$ cat config.mk
export PLATFORM = sky130hd
export DESIGN_NAME = cache_control_flat
export DESIGN_NICKNAME = d
export VERILOG_FILES = /design/src/rtl/cache_control_if.sv /design/src/rtl/cache_control.sv /design/src/flat_wrapper.sv
export SDC_FILE = /design/constraint.sdc
export NUM_CORES = 1
export LEC_CHECK = 0
export CAP_MARGIN = 20
export CORE_ASPECT_RATIO = 1.1
export CORE_MARGIN = 2
export CORE_UTILIZATION = 48
export CTS_BUF_LIST = sky130_fd_sc_hd__clkbuf_4 sky130_fd_sc_hd__clkbuf_8
export DETAILED_ROUTE_END_ITERATION = 16
export PLACE_DENSITY = 0.88
export SYNTH_ARGS = -nofsm -noshare
export SYNTH_HDL_FRONTEND = slang
export SYNTH_SLANG_ARGS = --single-unit
$ cat constraint.sdc
create_clock -name clk -period 3.85 [get_ports clk]
set_input_delay 0.77 -clock clk [delete_from_list [all_inputs] [get_ports clk]]
set_output_delay 0.77 -clock clk [all_outputs]
set_load 0.03 [all_outputs]
$ cat src/rtl/cache_control_if.sv
// CPU-side request/response and physical-memory-side line transfer handshakes
// of the L1 cache controller, bundled so the controller and its neighbours share one bus.
interface cache_control_if #(
    parameter int ADDR_W = 16
);
    logic              mem_read;
    logic              mem_write;
    logic [ADDR_W-1:0] mem_address;
    logic              mem_resp;

    logic              pmem_read;
    logic              pmem_write;
    logic [ADDR_W-1:0] pmem_address;
    logic              pmem_resp;

    // slave: the cache controller; master: the CPU and physical memory around it
    modport slave (
        input  mem_read, mem_write, mem_address, pmem_resp,
        output mem_resp, pmem_read, pmem_write, pmem_address
    );

    modport master (
        output mem_read, mem_write, mem_address, pmem_resp,
        input  mem_resp, pmem_read, pmem_write, pmem_address
    );
endinterface

$ cat src/rtl/cache_control.sv
// Control FSM for the 2-way, 8-set, 16-byte-line write-back/write-allocate L1 cache:
// drives datapath controls, runs CPU and physical-memory handshakes, keeps perf counters.
module cache_control #(
    parameter int TAG_W = 9,
    parameter int IDX_W = 3,
    parameter int OFF_W = 4,
    parameter int CNT_W = 16
) (
    input  logic             clk,
    input  logic             reset_n,
    cache_control_if.slave   bus,

    input  logic             hit,
    input  logic             set_one_hit,
    input  logic             set_two_hit,
    input  logic             set_one_valid,
    input  logic             set_two_valid,
    input  logic             set_one_dirty,
    input  logic             set_two_dirty,
    input  logic             current_lru,
    input  logic [TAG_W-1:0] set_one_tag,
    input  logic [TAG_W-1:0] set_two_tag,

    output logic             load_set_one,
    output logic             load_set_two,
    output logic             load_lru,
    output logic             cache_in_mux_sel,
    output logic             insert_mux_sel,
    output logic             insert_enable,
    output logic             write_type_set_one,
    output logic             write_type_set_two,
    output logic             pmem_w_mux_sel,
    output logic [CNT_W-1:0] hit_count,
    output logic [CNT_W-1:0] miss_count,
    output logic [CNT_W-1:0] wb_count
);
    localparam int ADDR_W = TAG_W + IDX_W + OFF_W;

    typedef enum logic [1:0] {
        IDLE,
        COMPARE,
        WRITEBACK,
        FILL
    } state_e;

    state_e           state_q, state_d;
    logic             victim_q, victim_d;
    // set while re-comparing after a fill, so the guaranteed hit is not counted
    logic             refill_q, refill_d;
    logic [CNT_W-1:0] hit_count_q, hit_count_d;
    logic [CNT_W-1:0] miss_count_q, miss_count_d;
    logic [CNT_W-1:0] wb_count_q, wb_count_d;

    logic              hit_inc, miss_inc, wb_inc;
    logic              victim_dirty;
    logic [TAG_W-1:0]  victim_tag;
    logic [IDX_W-1:0]  set_idx;
    logic              mem_resp_o, pmem_read_o, pmem_write_o;
    logic [ADDR_W-1:0] pmem_address_o;
    logic              unused_offset;

    function automatic logic [CNT_W-1:0] sat_inc(input logic [CNT_W-1:0] value,
                                                 input logic             enable);
        return (enable && (value != {CNT_W{1'b1}})) ? value + CNT_W'(1) : value;
    endfunction

    assign set_idx       = bus.mem_address[OFF_W +: IDX_W];
    assign victim_tag    = victim_q ? set_two_tag : set_one_tag;
    assign victim_dirty  = current_lru ? (set_two_valid && set_two_dirty)
                                       : (set_one_valid && set_one_dirty);
    assign unused_offset = ^bus.mem_address[OFF_W-1:0];

    always_comb begin
        // NOTE: every signal written here gets a default first, so no path can infer a latch.
        state_d            = state_q;
        victim_d           = victim_q;
        refill_d           = refill_q;
        hit_inc            = 1'b0;
        miss_inc           = 1'b0;
        wb_inc             = 1'b0;
        mem_resp_o         = 1'b0;
        pmem_read_o        = 1'b0;
        pmem_write_o       = 1'b0;
        pmem_address_o     = '0;
        load_set_one       = 1'b0;
        load_set_two       = 1'b0;
        load_lru           = 1'b0;
        cache_in_mux_sel   = 1'b0;
        insert_enable      = 1'b0;
        write_type_set_one = 1'b0;
        write_type_set_two = 1'b0;
        pmem_w_mux_sel     = 1'b0;

        unique case (state_q)
            IDLE: begin
                if (bus.mem_read || bus.mem_write) begin
                    state_d = COMPARE;
                end
            end

            COMPARE: begin
                if (hit) begin
                    mem_resp_o = 1'b1;
                    load_lru   = 1'b1;
                    hit_inc    = !refill_q;
                    refill_d   = 1'b0;
                    state_d    = IDLE;
                    // read+write together is a write; set one wins a double hit
                    if (bus.mem_write) begin
                        cache_in_mux_sel = 1'b1;
                        insert_enable    = 1'b1;
                        if (set_one_hit) begin
                            load_set_one       = 1'b1;
                            write_type_set_one = 1'b1;
                        end else if (set_two_hit) begin
                            load_set_two       = 1'b1;
                            write_type_set_two = 1'b1;
                        end
                    end
                end else begin
                    miss_inc = !refill_q;
                    victim_d = current_lru;
                    state_d  = victim_dirty ? WRITEBACK : FILL;
                end
            end

            WRITEBACK: begin
                pmem_write_o   = 1'b1;
                pmem_w_mux_sel = victim_q;
                pmem_address_o = {victim_tag, set_idx, {OFF_W{1'b0}}};
                if (bus.pmem_resp) begin
                    wb_inc  = 1'b1;
                    state_d = FILL;
                end
            end

            FILL: begin
                pmem_read_o    = 1'b1;
                pmem_address_o = {bus.mem_address[ADDR_W-1:OFF_W], {OFF_W{1'b0}}};
                if (bus.pmem_resp) begin
                    load_set_one = !victim_q;
                    load_set_two = victim_q;
                    refill_d     = 1'b1;
                    state_d      = COMPARE;
                end
            end

            default: state_d = IDLE;
        endcase

        hit_count_d  = sat_inc(hit_count_q, hit_inc);
        miss_count_d = sat_inc(miss_count_q, miss_inc);
        wb_count_d   = sat_inc(wb_count_q, wb_inc);
    end

    // NOTE: sequential state uses non-blocking assignments so every flop samples pre-edge values.
    always_ff @(posedge clk or negedge reset_n) begin
        if (!reset_n) begin
            state_q      <= IDLE;
            victim_q     <= 1'b0;
            refill_q     <= 1'b0;
            hit_count_q  <= '0;
            miss_count_q <= '0;
            wb_count_q   <= '0;
        end else begin
            state_q      <= state_d;
            victim_q     <= victim_d;
            refill_q     <= refill_d;
            hit_count_q  <= hit_count_d;
            miss_count_q <= miss_count_d;
            wb_count_q   <= wb_count_d;
        end
    end

    assign bus.mem_resp     = mem_resp_o;
    assign bus.pmem_read    = pmem_read_o;
    assign bus.pmem_write   = pmem_write_o;
    assign bus.pmem_address = pmem_address_o;
    assign insert_mux_sel   = 1'b0;
    assign hit_count        = hit_count_q;
    assign miss_count       = miss_count_q;
    assign wb_count         = wb_count_q;
endmodule

$ cat src/flat_wrapper.sv
// flat-port wrapper written by rule: the top's interface ports become plain ports
module cache_control_flat 
#(
    parameter int TAG_W = 9,
    parameter int IDX_W = 3,
    parameter int OFF_W = 4,
    parameter int CNT_W = 16
)
  (clk, reset_n, hit, set_one_hit, set_two_hit, set_one_valid, set_two_valid, set_one_dirty, set_two_dirty, current_lru, set_one_tag, set_two_tag, load_set_one, load_set_two, load_lru, cache_in_mux_sel, insert_mux_sel, insert_enable, write_type_set_one, write_type_set_two, pmem_w_mux_sel, hit_count, miss_count, wb_count, bus_mem_read, bus_mem_write, bus_mem_address, bus_pmem_resp, bus_mem_resp, bus_pmem_read, bus_pmem_write, bus_pmem_address);
  cache_control_if #(.ADDR_W(16)) bus_i ();
  input  logic clk;
  input  logic reset_n;
  input  logic hit;
  input  logic set_one_hit;
  input  logic set_two_hit;
  input  logic set_one_valid;
  input  logic set_two_valid;
  input  logic set_one_dirty;
  input  logic set_two_dirty;
  input  logic current_lru;
  input  logic [TAG_W-1:0] set_one_tag;
  input  logic [TAG_W-1:0] set_two_tag;
  output logic load_set_one;
  output logic load_set_two;
  output logic load_lru;
  output logic cache_in_mux_sel;
  output logic insert_mux_sel;
  output logic insert_enable;
  output logic write_type_set_one;
  output logic write_type_set_two;
  output logic pmem_w_mux_sel;
  output logic [CNT_W-1:0] hit_count;
  output logic [CNT_W-1:0] miss_count;
  output logic [CNT_W-1:0] wb_count;
  input wire logic [$bits(bus_i.mem_read)-1:0] bus_mem_read;
  input wire logic [$bits(bus_i.mem_write)-1:0] bus_mem_write;
  input wire logic [$bits(bus_i.mem_address)-1:0] bus_mem_address;
  input wire logic [$bits(bus_i.pmem_resp)-1:0] bus_pmem_resp;
  output wire logic [$bits(bus_i.mem_resp)-1:0] bus_mem_resp;
  output wire logic [$bits(bus_i.pmem_read)-1:0] bus_pmem_read;
  output wire logic [$bits(bus_i.pmem_write)-1:0] bus_pmem_write;
  output wire logic [$bits(bus_i.pmem_address)-1:0] bus_pmem_address;
  assign bus_i.mem_read = bus_mem_read;
  assign bus_i.mem_write = bus_mem_write;
  assign bus_i.mem_address = bus_mem_address;
  assign bus_i.pmem_resp = bus_pmem_resp;
  assign bus_mem_resp = bus_i.mem_resp;
  assign bus_pmem_read = bus_i.pmem_read;
  assign bus_pmem_write = bus_i.pmem_write;
  assign bus_pmem_address = bus_i.pmem_address;
  cache_control #(.TAG_W(TAG_W), .IDX_W(IDX_W), .OFF_W(OFF_W), .CNT_W(CNT_W)) u_core (.clk(clk), .reset_n(reset_n), .bus(bus_i), .hit(hit), .set_one_hit(set_one_hit), .set_two_hit(set_two_hit), .set_one_valid(set_one_valid), .set_two_valid(set_two_valid), .set_one_dirty(set_one_dirty), .set_two_dirty(set_two_dirty), .current_lru(current_lru), .set_one_tag(set_one_tag), .set_two_tag(set_two_tag), .load_set_one(load_set_one), .load_set_two(load_set_two), .load_lru(load_lru), .cache_in_mux_sel(cache_in_mux_sel), .insert_mux_sel(insert_mux_sel), .insert_enable(insert_enable), .write_type_set_one(write_type_set_one), .write_type_set_two(write_type_set_two), .pmem_w_mux_sel(pmem_w_mux_sel), .hit_count(hit_count), .miss_count(miss_count), .wb_count(wb_count));
endmodule
# Word-level counts from Yosys, hierarchy flattened
# Cells that the tools add are included.
[totals]
ff_bits = 52
mem_count = 0
romBits = 0
latchBits = 0
ramBits = 0
[op_classes]
bitwise = 1
n_mux = 39
div = 0
add_sub_neg = 3
mul = 0
shift = 0
eq_ne = 10
reduce_logical = 13
order_cmp = 0
[ops]
columns = ["op", "n"]
rows = [
  ["adder 16 x 1 -> 16 bit, second input constant", 3],
  ["inequality test 16 bit, second input constant", 3],
  ["case mux 16 bit (2 select lines)", 1],
  ["2-to-1 mux 1 bit", 29],
  ["2-to-1 mux 9 bit", 1],
  ["2-to-1 mux 2 bit", 4],
  ["case mux 2 bit (4 select lines)", 1],
  ["inequality test 2 bit, second input constant", 3],
  ["case mux 1 bit (2 select lines)", 3],
  ["AND reduction 3 bit", 2],
  ["logical AND 1 bit", 5],
  ["equality test 2 bit, second input constant", 2],
  ["equality test 2 x 1 -> 1 bit, second input constant", 1],
  ["logical NOT 1 bit", 2],
  ["logical NOT 2 bit", 1],
  ["inequality test 2 x 1 -> 1 bit, second input constant", 1],
  ["AND reduction 2 bit", 1],
  ["nonzero test 2 bit", 1],
  ["logical OR 1 bit", 1],
  ["NOT 1 bit", 1],
]

# Longest topological paths before layout
[depth]
ltp_word = 5
depth_mapped = 7
ltp_nobuf = 6

# Worst setup path after synthesis
# OpenSTA, ideal clock, no wires.
[synth_timing]
kind = "input-to-output"
start = "input bus_mem_write"
end = "output load_set_one"
cell_stages = 3
slack_ns = 1.228
path_buffers = 0
t_arrival_ns = 1.852
required_ns = 3.080
path_cell_list = "and3_1 > and2_1 > o21bai_1"
[synth_between]
elab_chain_len = 3
[synth_lines]
columns = ["item", "line_no", "rtl"]
rows = [
  ["from (decl)", "flat_wrapper.sv:36", "input wire logic [$bits(bus_i.mem_write)-1:0] bus_mem_write;"],
  ["2-to-1 mux 1 bit", "cache_control.sv:109", "if (bus.mem_write) begin"],
  ["2-to-1 mux 1 bit", "cache_control.sv:102", "if (hit) begin"],
  ["case mux 1 bit (2 select lines)", "cache_control.sv:94", "unique case (state_q)"],
  ["to (decl)", "flat_wrapper.sv:23", "output logic load_set_one;"],
]
# Every way passes these cells.

# Worst setup path in the final report
[layout_timing]
start = "input hit"
end = "output load_set_two"
[layout_between]
elab_chain_len = 2
[layout_lines]
columns = ["item", "line_no", "rtl"]
rows = [
  ["from (decl)", "flat_wrapper.sv:13", "input logic hit;"],
  ["2-to-1 mux 1 bit", "cache_control.sv:102", ""],
  ["case mux 1 bit (2 select lines)", "cache_control.sv:94", ""],
  ["to (decl)", "flat_wrapper.sv:24", "output logic load_set_two;"],
]
# Every way passes these cells.

==> results_dict.tcl <==
set metrics [dict create \
    path_class "in -> out" \
    routed_via_density 5.58 \
    fin_setup_tns_ns 0 \
    drc 0 \
    root_buffer "clkbuf_8" \
    p_seq_share_pct 37.5 \
    vias 2725 \
    syn_area_um2 3000 \
    period_needed_ns 3.36 \
    internal-power_mw 1.26 \
    layout_commonest_cell "clkdlybuf4s50_1" \
    switchingPower_mw 0.831 \
    synth_edf_count 0 \
    seq_area_frac_synth_pct 43.3 \
    finalHoldViolations 0 \
    clkPwrFrac_pct 16.7 \
    firstDrtPassIters 4 \
    dieWidth_um 79.4 \
    die_y_um 87.0 \
    numClockSinks 52 \
    synth_async_sr_flop_share_pct 100 \
    ys_types 49 \
    synthFlopType "dfrtp_1" \
    r2r-start "u_core.state_q[0]$_DFFE_PN0P_" \
    final_max_slew_viol_count 0 \
    clk_transition_reported_paths_ns 0.09 \
    p_leak_nw 1.86 \
    ir_drop_v 0.000298 \
    relSlewSlack_pct 55.0 \
    grt_pass1_wl_um 12200 \
    wirelength_um 7220 \
    post_cts_buffers 0 \
    row_count 30 \
    grt_max_degree 28 \
    die_area_um2 6910 \
    path_max_fanout 7 \
    status "finished clean" \
    grt_pass1_vias 2716 \
    hold_buffers 0 \
    hpwl_um 5620 \
    clock_path_buffers 2 \
    setup_viol 0 \
    p_per_area_nw_per_um2 489 \
    insertion_delay_ns 0.29 \
    ys_seq_elements 52 \
    maxCapViolCount 0 \
    ios 123 \
    tightest_slew_ns 0.670 \
    drive_above_1_share_pct 7.60 \
    coreArea_um2 6120 \
    htreeDepth 2 \
    start_util_pct 49.1 \
    grt.total_usage_pct 21.6 \
    syn_inst 297 \
    numCtsBuffers 5 \
    mostFrequentLayoutCells "clkdlybuf4s50_1 (112), dfrtp_1 (52), xor2_1 (27), nand2_1 (25), nand4_1 (17)" \
    arrival_ns 2.59 \
    rsz0062_at_grt "false" \
    start_kind "input pin" \
    ctsResizeCount 0 \
    grt.overflow.total 0 \
    critPathLaunch "hit" \
    placed_area_um2 4180 \
    max_freq_ghz 0.298 \
    min-delay-path-class "in -> async" \
    drt_iter0_markers 160 \
    skew_ns 0.00822 \
    wl_per_cell_um 14.8 \
    gp_congestion 0.877 \
    antenna_left 0 \
    cts_tree "built" \
    yosysWarnings 0 \
    fin_area_um2 4280 \
    antenna_found_initial 0 \
    p_sw_share_pct 39.7 \
    fin_nets 463 \
    io_buffers 113 \
    antenna_cells 0 \
    comb_power_share_pct 45.8 \
    crit_path_end_kind "primary output" \
    required_ns 3.08 \
    area_growth_pct 42.4 \
    synth.avg_cell_area_um2 10.1 \
    period_share_pct 87.2 \
]
-- path summary, 6_finish.rpt --
kind	to	slack (ns)	cells after the start
worst max-delay path	load_set_two	0.49	5
worst min-delay path	u_core.state_q[1]$_DFFE_PN0P_	0.48	1
worst max register to register	u_core.wb_count[15]$_DFFE_PN0P_	1.47	6
worst min register to register	u_core.miss_count[14]$_DFFE_PN0P_	0.50	1
max in group asynchronous	u_core.miss_count[4]$_DFFE_PN0P_	2.62	2
min in group clk	u_core.miss_count[14]$_DFFE_PN0P_	0.50	1
-- cell families after synthesis --
logic type | after synthesis | share of synthesized area (%)
XOR/XNOR | 39 | 11.4
flip-flops | 52 | 43.3
AND/OR/NAND/NOR | 119 | 23.0
other | 1 | 0.125
adder cells (fa/ha/maj) | 7 | 2.92
multiplexers | 17 | 6.29
buffers and inverters | 22 | 3.75
AO/OA/AOI/OAI | 40 | 9.17
-- registers in the layout, summed over array words and instances, names as in the netlist --
name               count
u_core.wb_count       16
u_core.state_q         2
u_core.refill_q        1
u_core.hit_count      16
u_core.miss_count     16
u_core.victim_q        1
-- through the flow --
| stage | util, % | setup slack [ns] | cells | power [mW] | hold slack (ns) |
|---|---|---|---|---|---|
| 2_1_floorplan | - | 1.23 | 301 | 1.38 | 0.474 |
| 3_3_place_gp | 68.3 | 0.525 | 482 | 1.73 | 0.476 |
| 3_5_place_dp | 68.3 | 0.500 | 482 | 1.76 | 0.481 |
| 4_1_cts | 69.9 | 0.485 | 488 | 2.11 | 0.492 |
| 5_1_grt | 69.9 | 0.357 | 488 | 2.21 | 0.511 |
| 6_report | 69.9 | 0.492 | 488 | 2.09 | 0.477 |
-- synth_stat cells (8+ instances only) --
cell type	n	area, µm²
nor3_1	10	50.1
a22o_1	9	78.8
a21oi_1	11	55.1
nor2_1	10	37.5
nand2_1	25	93.8
nand3_1	15	75.1
xor2_1	27	236
dfrtp_1	52	1300
inv_1	8	30.0
mux2_2	15	169
nand4_1	17	106
xnor2_1	12	105
-- power groups by stage --
stage / combinational, mW / sequential [mW] / clock (mW)
after floorplan: 0.483 / 0.894 / 0
after global placement: 0.943 / 0.790 / 0
after detailed placement: 0.963 / 0.796 / 0
after CTS: 0.967 / 0.785 / 0.359
after global routing: 1.03 / 0.805 / 0.378
final: 0.957 / 0.785 / 0.349
-- per-layer routing --
layer  up-vias  share of wire, %  global-route usage (%)
met1      1285                42                    27.1
met3        17               6.1                    3.63
met5         -                 0                       0
li1       1296                 -                       -
met2       127                50                    37.8
met4         0               2.2                    7.52
-- critical path, stage by stage --
cell             delay (ns)
clkdlybuf4s50_1        0.59
and3_1                 0.26
and3b_1                0.19
a31o_2                 0.11
clkdlybuf4s50_1        0.67
-- layout make-up --
| type | count | area, µm² |
|---|---|---|
| Clock buffer | 5 | 68.8 |
| Clock inverter | 1 | 30.0 |
| Fill cell | 454 | 1840 |
| Inverter | 8 | 30.0 |
| Multi-Input combinational cell | 227 | 1600 |
| Sequential cell | 52 | 1300 |
| Tap cell | 80 | 100 |
| Timing Repair Buffer | 115 | 1140 |
Power figures use the tool's default switching activity.
